--- src/rtl/bcd2bin_pkg.sv ---
// Shared types and constants for the sequential BCD-to-binary converter.
//   state_t       : converter FSM states
//   BCD_DIGIT_MAX : largest legal BCD digit
//   bin_w_min()   : smallest binary width that holds 10^digits - 1
package bcd2bin_pkg;

  typedef enum logic [1:0] {IDLE, CONV, DONE} state_t;

  localparam logic [3:0] BCD_DIGIT_MAX = 4'd9;

  // Smallest w with 2^w > 10^digits - 1. Bounded loop keeps it a plain
  // constant function for elaboration.
  function automatic int bin_w_min(input int digits);
    longint p;
    int     w;
    p = 1;
    for (int i = 0; i < digits; i++) p = p * 10;
    w = 0;
    for (int i = 1; i < 63; i++)
      if (w == 0 && (longint'(1) << i) > p - 1) w = i;
    return w;
  endfunction

endpackage

--- src/rtl/bcd_mac10.sv ---
// Combinational multiply-by-10-and-add stage for one BCD digit.
//   acc       in  : running binary accumulator
//   digit     in  : BCD digit to fold in
//   acc_nxt   out : acc*10 + digit (don't-care when digit_bad)
//   digit_bad out : digit is above 9
module bcd_mac10
  import bcd2bin_pkg::*;
#(
  parameter int BIN_W = 14
) (
  input  logic [BIN_W-1:0] acc,
  input  logic [3:0]       digit,
  output logic [BIN_W-1:0] acc_nxt,
  output logic             digit_bad
);

  // x*10 as x*8 + x*2: two shifts and an adder, no multiplier.
  assign acc_nxt   = (acc << 3) + (acc << 1) + BIN_W'(digit);
  assign digit_bad = (digit > BCD_DIGIT_MAX);

endmodule

--- src/rtl/bcd_to_binary_seq.sv ---
// Sequential multi-digit BCD-to-binary converter, MS digit first, one
// digit per clock, with per-digit legality checking.
//   clk, rst             : clock, async active-high reset
//   in_valid/in_ready    : input handshake (ready only in IDLE)
//   bcd                  : DIGITS packed BCD digits, digit DIGITS-1 is MS
//   out_valid/out_ready  : output handshake (valid only in DONE)
//   binary               : converted value, 0 when error
//   error                : some digit was above 9
//   err_digit            : index of the most significant illegal digit
// Build option: define BCD2BIN_EARLY_ABORT_EN to finish a word on the
// first illegal digit instead of always spending DIGITS conversion edges.
module bcd_to_binary_seq
  import bcd2bin_pkg::*;
#(
  parameter  int DIGITS = 4,
  parameter  int BIN_W  = 14,
  localparam int EW     = (DIGITS > 1) ? $clog2(DIGITS) : 1
) (
  input  logic                  clk,
  input  logic                  rst,
  input  logic                  in_valid,
  output logic                  in_ready,
  input  logic [4*DIGITS-1:0]   bcd,
  output logic                  out_valid,
  input  logic                  out_ready,
  output logic [BIN_W-1:0]      binary,
  output logic                  error,
  output logic [EW-1:0]         err_digit
);

  if (DIGITS < 1 || DIGITS > 9) begin : g_bad_digits
    $error("bcd_to_binary_seq: DIGITS must be in 1..9");
  end
  if (BIN_W < bin_w_min(DIGITS)) begin : g_bad_bin_w
    $error("bcd_to_binary_seq: BIN_W too narrow for 10^DIGITS-1");
  end

  state_t                state, state_n;
  logic [4*DIGITS-1:0]   word;
  logic [BIN_W-1:0]      acc;
  logic [EW-1:0]         idx;
  logic                  err_q;
  logic [EW-1:0]         ed_q;

  logic [BIN_W-1:0]      acc_nxt;
  logic                  digit_bad;

  // The latched word is shifted left each CONV edge, so the digit being
  // processed always sits in the top nibble; idx tracks its position.
  bcd_mac10 #(.BIN_W(BIN_W)) u_mac (
    .acc       (acc),
    .digit     (word[4*DIGITS-1 -: 4]),
    .acc_nxt   (acc_nxt),
    .digit_bad (digit_bad)
  );

  always_ff @(posedge clk or posedge rst) begin
    if (rst) state <= IDLE;
    else     state <= state_n;
  end

  always_comb begin
    state_n = state;
    case (state)
      IDLE: if (in_valid) state_n = CONV;
      CONV: begin
        if (idx == '0) state_n = DONE;
`ifdef BCD2BIN_EARLY_ABORT_EN
        if (digit_bad) state_n = DONE;
`endif
      end
      DONE:    if (out_ready) state_n = IDLE;
      default: state_n = IDLE;
    endcase
  end

  always_ff @(posedge clk or posedge rst) begin
    if (rst) begin
      word  <= '0;
      acc   <= '0;
      idx   <= '0;
      err_q <= 1'b0;
      ed_q  <= '0;
    end else begin
      case (state)
        IDLE: if (in_valid) begin
          word  <= bcd;
          acc   <= '0;
          idx   <= EW'(DIGITS - 1);
          err_q <= 1'b0;
          ed_q  <= '0;
        end
        CONV: begin
          word <= word << 4;
          idx  <= idx - EW'(1);
          if (digit_bad) begin
            err_q <= 1'b1;
            // First bad digit seen is the most significant one.
            if (!err_q) ed_q <= idx;
          end else begin
            acc <= acc_nxt;
          end
        end
        default: ;
      endcase
    end
  end

  // All outputs decode registered state only.
  assign in_ready  = (state == IDLE);
  assign out_valid = (state == DONE);
  assign error     = err_q;
  assign err_digit = ed_q;
  assign binary    = err_q ? '0 : acc;

endmodule
--- config.mk ---
export PLATFORM = sky130hd
export DESIGN_NAME = bcd_to_binary_seq
export DESIGN_NICKNAME = d
export VERILOG_FILES = /design/src/rtl/bcd2bin_pkg.sv /design/src/rtl/bcd_mac10.sv /design/src/rtl/bcd_to_binary_seq.sv
export SDC_FILE = /design/constraint.sdc
export NUM_CORES = 1
export LEC_CHECK = 0
export CORE_MARGIN = 5
export CORE_UTILIZATION = 45
export CTS_CLUSTER_DIAMETER = 40
export DETAILED_ROUTE_END_ITERATION = 8
export MAX_ROUTING_LAYER = met4
export PLACE_DENSITY = 0.69
export SYNTH_ARGS = -nofsm -noshare
export SYNTH_HDL_FRONTEND = slang
export SYNTH_SLANG_ARGS = --single-unit
--- constraint.sdc ---
create_clock -name clk -period 7.55 [get_ports clk]
set_input_delay 1.51 -clock clk [delete_from_list [all_inputs] [get_ports clk]]
set_output_delay 1.51 -clock clk [all_outputs]
set_load 0.05 [all_outputs]
==> Word level (Yosys, flattened, before mapping) <==
Cells that the tools add are included.
{ "classes": {"n_addsub": 3, "n_shift": 0, "n_div": 0, "eq_ne": 8, "bitwise": 0, "n_reduce_logical": 8, "order_cmp": 1, "n_mux": 19, "multipliers": 0} }
{ "op_table": {"columns": ["op", "count"], "rows": [
  ["$mux W14", 3],
  ["$pmux W16 S2", 1],
  ["$pmux W14 S2", 1],
  ["$mux W16", 1],
  ["$add A14 B14 Y14", 1],
  ["$add A14 B4 Y14", 1],
  ["$mux W2", 7],
  ["$ne A2 B2 Y1 const B", 5],
  ["$reduce_and A3 Y1", 3],
  ["$pmux W2 S2", 2],
  ["$pmux W2 S3", 1],
  ["$gt A4 B4 Y1 const B", 1],
  ["$logic_not A2 Y1", 2],
  ["$reduce_and A4 Y1", 1],
  ["$eq A2 B1 Y1 const B", 1],
  ["$eq A2 B2 Y1 const B", 1],
  ["$mux W1", 2],
  ["$ne A2 B1 Y1 const B", 1],
  ["$pmux W1 S2", 1],
  ["$reduce_and A2 Y1", 1],
  ["$reduce_bool A2 Y1", 1],
  ["$sub A2 B1 Y2 const B", 1]
]} }
{ "totals": {"latch_bits": 0, "reg_bits": 37, "romBits": 0, "input_bits": 20, "output_inout_bits": 19, "ramBits": 0, "mem_count": 0, "elab_cells": 45} }

==> Logic depth before layout (Yosys ltp) <==
{ "depth": {"word_depth": 4, "depth_mapped": 9, "ltp_nobuf": 9} }

==> Cells and area by module <==
From an unflattened synthesis, not the netlist that was laid out.
{ "hier_totals": {"cells_unflattened": 239, "area_unflattened_um2": 2386.0} }
{ "by_module_without_submodules": {"columns": ["mod", "cells_each", "instances", "seq_area_each_um2", "area_each_um2"], "rows": [
  ["bcd_to_binary_seq", 162, 1, 925.9, 1722.9],
  ["bcd_mac10", 77, 1, 0.0, 663.1]
]} }

==> Worst setup path after synthesis <==
No wires, ideal clock.
{ "synth_path": {"path_kind": "reg-to-output", "startpoint": "register err_q (netlist: error)", "endpoint": "output port binary[10]", "t_arrival_ns": 1.592, "path_buffers": 1, "required_time_ns": 6.040, "stages_incl_launch_ff": 3, "path_slack_ns": 4.448, "cell_sequence": "dfrtp_1 > clkbuf_1 > nor2b_1"} }
{ "synth_via": {"elab_chain_len": 1} }
{ "synth_lines": {"columns": ["element", "line_no", "source"], "rows": [
  ["start: declaration", "bcd_to_binary_seq.sv:42", "logic err_q;"],
  ["start signal: assignment", "bcd_to_binary_seq.sv:82", "err_q <= 1'b0;"],
  ["start signal: assignment", "bcd_to_binary_seq.sv:90", "err_q <= 1'b0;"],
  ["start signal: assignment", "bcd_to_binary_seq.sv:97", "err_q <= 1'b1;"],
  ["$mux W14", "bcd_to_binary_seq.sv:114", "assign binary = err_q ? '0 : acc;"],
  ["end: declaration", "bcd_to_binary_seq.sv:26", "output logic [BIN_W-1:0] binary,"]
]} }
No other way between the ends.

==> Worst setup path in the final report <==
{ "layout_path": {"startpoint": "register err_q (netlist: error)", "endpoint": "output port error"} }
{ "layout_lines": {"columns": ["element", "line_no", "source"], "rows": [
  ["end: declaration", "bcd_to_binary_seq.sv:27", "output logic error,"]
]} }
No word-level cell between the ends.

==> results.py <==
metrics = {
    "setup_path": {
        "cp_max_fo": 17,
        "critical-path-top-delay-family": "buffers and inverters",
        "required_ps": 6040,
        "startpoint_type": "register",
        "path_class": "reg2out",
        "cp-end-kind": "primary output",
        "crit_arrival_ps": 1920,
        "path_buf_inv": 1,
        "slowest_stage": "clkdlybuf4s50_1",
        "cpPeakStageDelay_ps": 910,
        "path_cells": "clkdlybuf4s50_1",
    },
    "detailed_routing": {
        "drtPass1Iterations": 4,
        "dr_total_vias": 1804,
        "wl_per_cell_um": 13.8,
        "via_per_inst": 5.14,
        "ant_nets": 0,
        "drt_iter0_markers": 78,
        "route.detailed.drc": 0,
        "drt_wl_total_mm": 4.84,
    },
    "timing": {
        "relSlewSlack_pct": 49.1,
        "post-route-period-util_pct": 45.4,
        "worstMarginPinSlew_ps": 762,
        "rsz0062_at_grt": "no",
        "setup_viol": 0,
        "hold_violations": 0,
        "drv_slew": 0,
        "skew_ps": 7.73,
        "fmax_mhz": 292,
        "fin_crit_ps": 3430,
        "fin_tns_setup_ps": 0,
    },
    "synthesis": {
        "muxShareOfSynthArea_pct": 5.13,
        "syn_area_per_cell_um2": 9.59,
        "synth_edf_count": 0,
        "synth-adder-area-share_pct": 14.0,
        "synth_compound_area_share_pct": 18.1,
        "synth_nets": 289,
        "yosysUniqueCellTypes": 37,
        "async_flop_share_pct": 100,
        "yosys.area_share.simple_pct": 16.6,
        "yosys_warnings": 0,
        "synth_xor_area_share_pct": 2.62,
        "synth_ff_type": "dfrtp_1",
        "syn_inst": 244,
        "synth_top_family_by_area": "compound AO/OA/AOI/OAI gates",
        "syn_area_um2": 2340,
        "synth_seq_cells": 37,
        "yosysSeqAreaShare_pct": 39.6,
    },
    "cells_and_area": {
        "drive_above_1_share_pct": 6.05,
        "area_growth_pct": 23.1,
        "antenna_cells": 0,
        "mostFrequentLayoutCells": "clkdlybuf4s50_1, dfrtp_1, nand2_1",
        "final_common_cell": "clkdlybuf4s50_1",
        "layout.cells.non_filler": 351,
        "fin_nets": 325,
    },
    "floorplanning": {
        "rows": 26,
        "fp.dieArea_um2": 6740,
        "initial_core_util_pct": 46.1,
        "pin_count": 39,
        "coreArea_um2": 5070,
        "die_h_um": 82.1,
        "floorplan.die.width_um": 82.1,
    },
    "global_route": {
        "track_usage_pct": 16.9,
        "gr-usage-met3_pct": 2.93,
        "grt.busiest_layer": "met2",
        "grt_max_degree": 38,
        "antenna_found_initial": 0,
        "groute.layer.met1.usage_pct": 19.7,
        "met2_usage_pct": 29.2,
        "grt_pass1_vias": 1860,
        "grt_pass1_wl_mm": 8.40,
        "grt_overflow": 0,
    },
    "clock_network": {
        "cts_max_level": 2,
        "clk_latency_ps": 300,
        "cts_resized": 0,
        "cts_tree": "yes",
        "path_clk_slew_ps": 80,
        "cts_max_path_buffers": 2,
        "ctsHoldBuffers": 0,
        "cts_root_buf": "clkbuf_8",
        "postCtsSetupRepairBufs": 0,
        "numCtsBuffers": 5,
        "numClockSinks": 37,
    },
    "power": {
        "comb_power_share_pct": 62.4,
        "finalPower_w": 0.00145,
        "pwr-share-seq_pct": 25.4,
        "p_clk_share_pct": 12.1,
        "cellInternalPower_w": 0.000748,
        "power_leakage_nw": 1.35,
        "ir_drop_uv": 205,
        "powerDensity_nw_per_um2": 504,
        "sw_frac_of_total_pct": 48.5,
        "p_sw_w": 0.000704,
    },
    "placement": {
        "dp_hpwl_mm": 3.61,
        "gp_congestion": 0.853,
        "dp_cells": 343,
        "port_buffers": 38,
    },
    "worst_hold_path": {
        "min_path_type": "reg2reg",
    },
    "run": {
        "maxCapViolCount": 0,
    },
    "run_status": {
        "status": "finished clean",
    },
}
## worst register-to-register path: stages (launching register included)
cell      delay (ps)
dfrtp_1          390
inv_1            130
fa_1             470
fa_1             470
nand2b_1         190
a21oi_2          140
a211oi_2          90
o2111a_1         270
a211o_1          260
## final cells by class
cell class / instances / area (µm²)
Multi-Input combinational cell: 185 / 1320
Tap cell: 70 / 87.6
Fill cell: 501 / 2190
Inverter: 11 / 41.3
Timing Repair Buffer: 40 / 395
Sequential cell: 37 / 926
Clock buffer: 6 / 72.6
Clock inverter: 2 / 38.8
## worst paths after layout
check	start	slack, ps	endpoint	cells past startpoint
worst max register to register	acc[2]	5030	acc[10]	8
worst max-delay path	error	4120	error	1
min in group asynchronous	rst	1620	acc[8]	3
max in group asynchronous	rst	5580	acc[6]	3
worst min-delay path	word[7]	480	word[7]	2
worst min register to register	word[7]	480	word[7]	2
## synth_stat cells (4+ instances only)
cell,number,area (µm²)
dfrtp_1,37,926
nand2_1,31,116
ha_1,23,288
o21ai_0,18,90.1
nor2b_1,13,81.3
mux2i_1,12,120
inv_1,11,41.3
nand3_1,11,55.1
nor2_1,9,33.8
o21ai_1,8,40.0
clkbuf_1,7,26.3
a21oi_1,6,30.0
a22o_1,5,43.8
nor3_1,5,25.0
xor2_1,4,35.0
## layer usage
metal	wire (µm)	up-vias	share of wire, %
met5	0	-	0
met4	76	0	1.6
met3	182	8	3.8
met2	2340	38	48
met1	2240	827	46
li1	-	931	-
## stage by stage
| step | hold slack, ps | utilization [%] | setup WS (ps) | cell area [µm²] |
|---|---|---|---|---|
| finish | 480 | 56.8 | 4120 | 2880 |
| global route | 516 | 56.8 | 4000 | 2880 |
| CTS | 488 | 56.8 | 4080 | 2880 |
| detailed placement | 470 | 54.6 | 4410 | 2770 |
| global placement | 463 | 54.6 | 4420 | 2770 |
| floorplan | 448 | - | 4450 | 2340 |
## power groups by stage
stage / clock network (W) / registers, W / logic (W)
final: 0.000176 / 0.000369 / 0.000906
after floorplan: 0 / 0.000362 / 0.000718
after global placement: 0 / 0.000372 / 0.000896
after global routing: 0.000189 / 0.000388 / 0.00101
after CTS: 0.000181 / 0.000372 / 0.000915
after detailed placement: 0 / 0.000377 / 0.000914
## logic make-up after synthesis
logic type | Yosys count
buf+inv | 22
xor+xnor | 7
simple gates | 80
mux | 12
flops | 37
compound gates | 61
fa+ha+maj | 25
## registers in the layout, summed over array words and instances (netlist names)
| register | flops |
|---|---|
| state | 2 |
| word | 16 |
| err_digit | 2 |
| idx | 2 |
| error | 1 |
| acc | 14 |
Note: power is estimated with default switching activity, not from simulation.
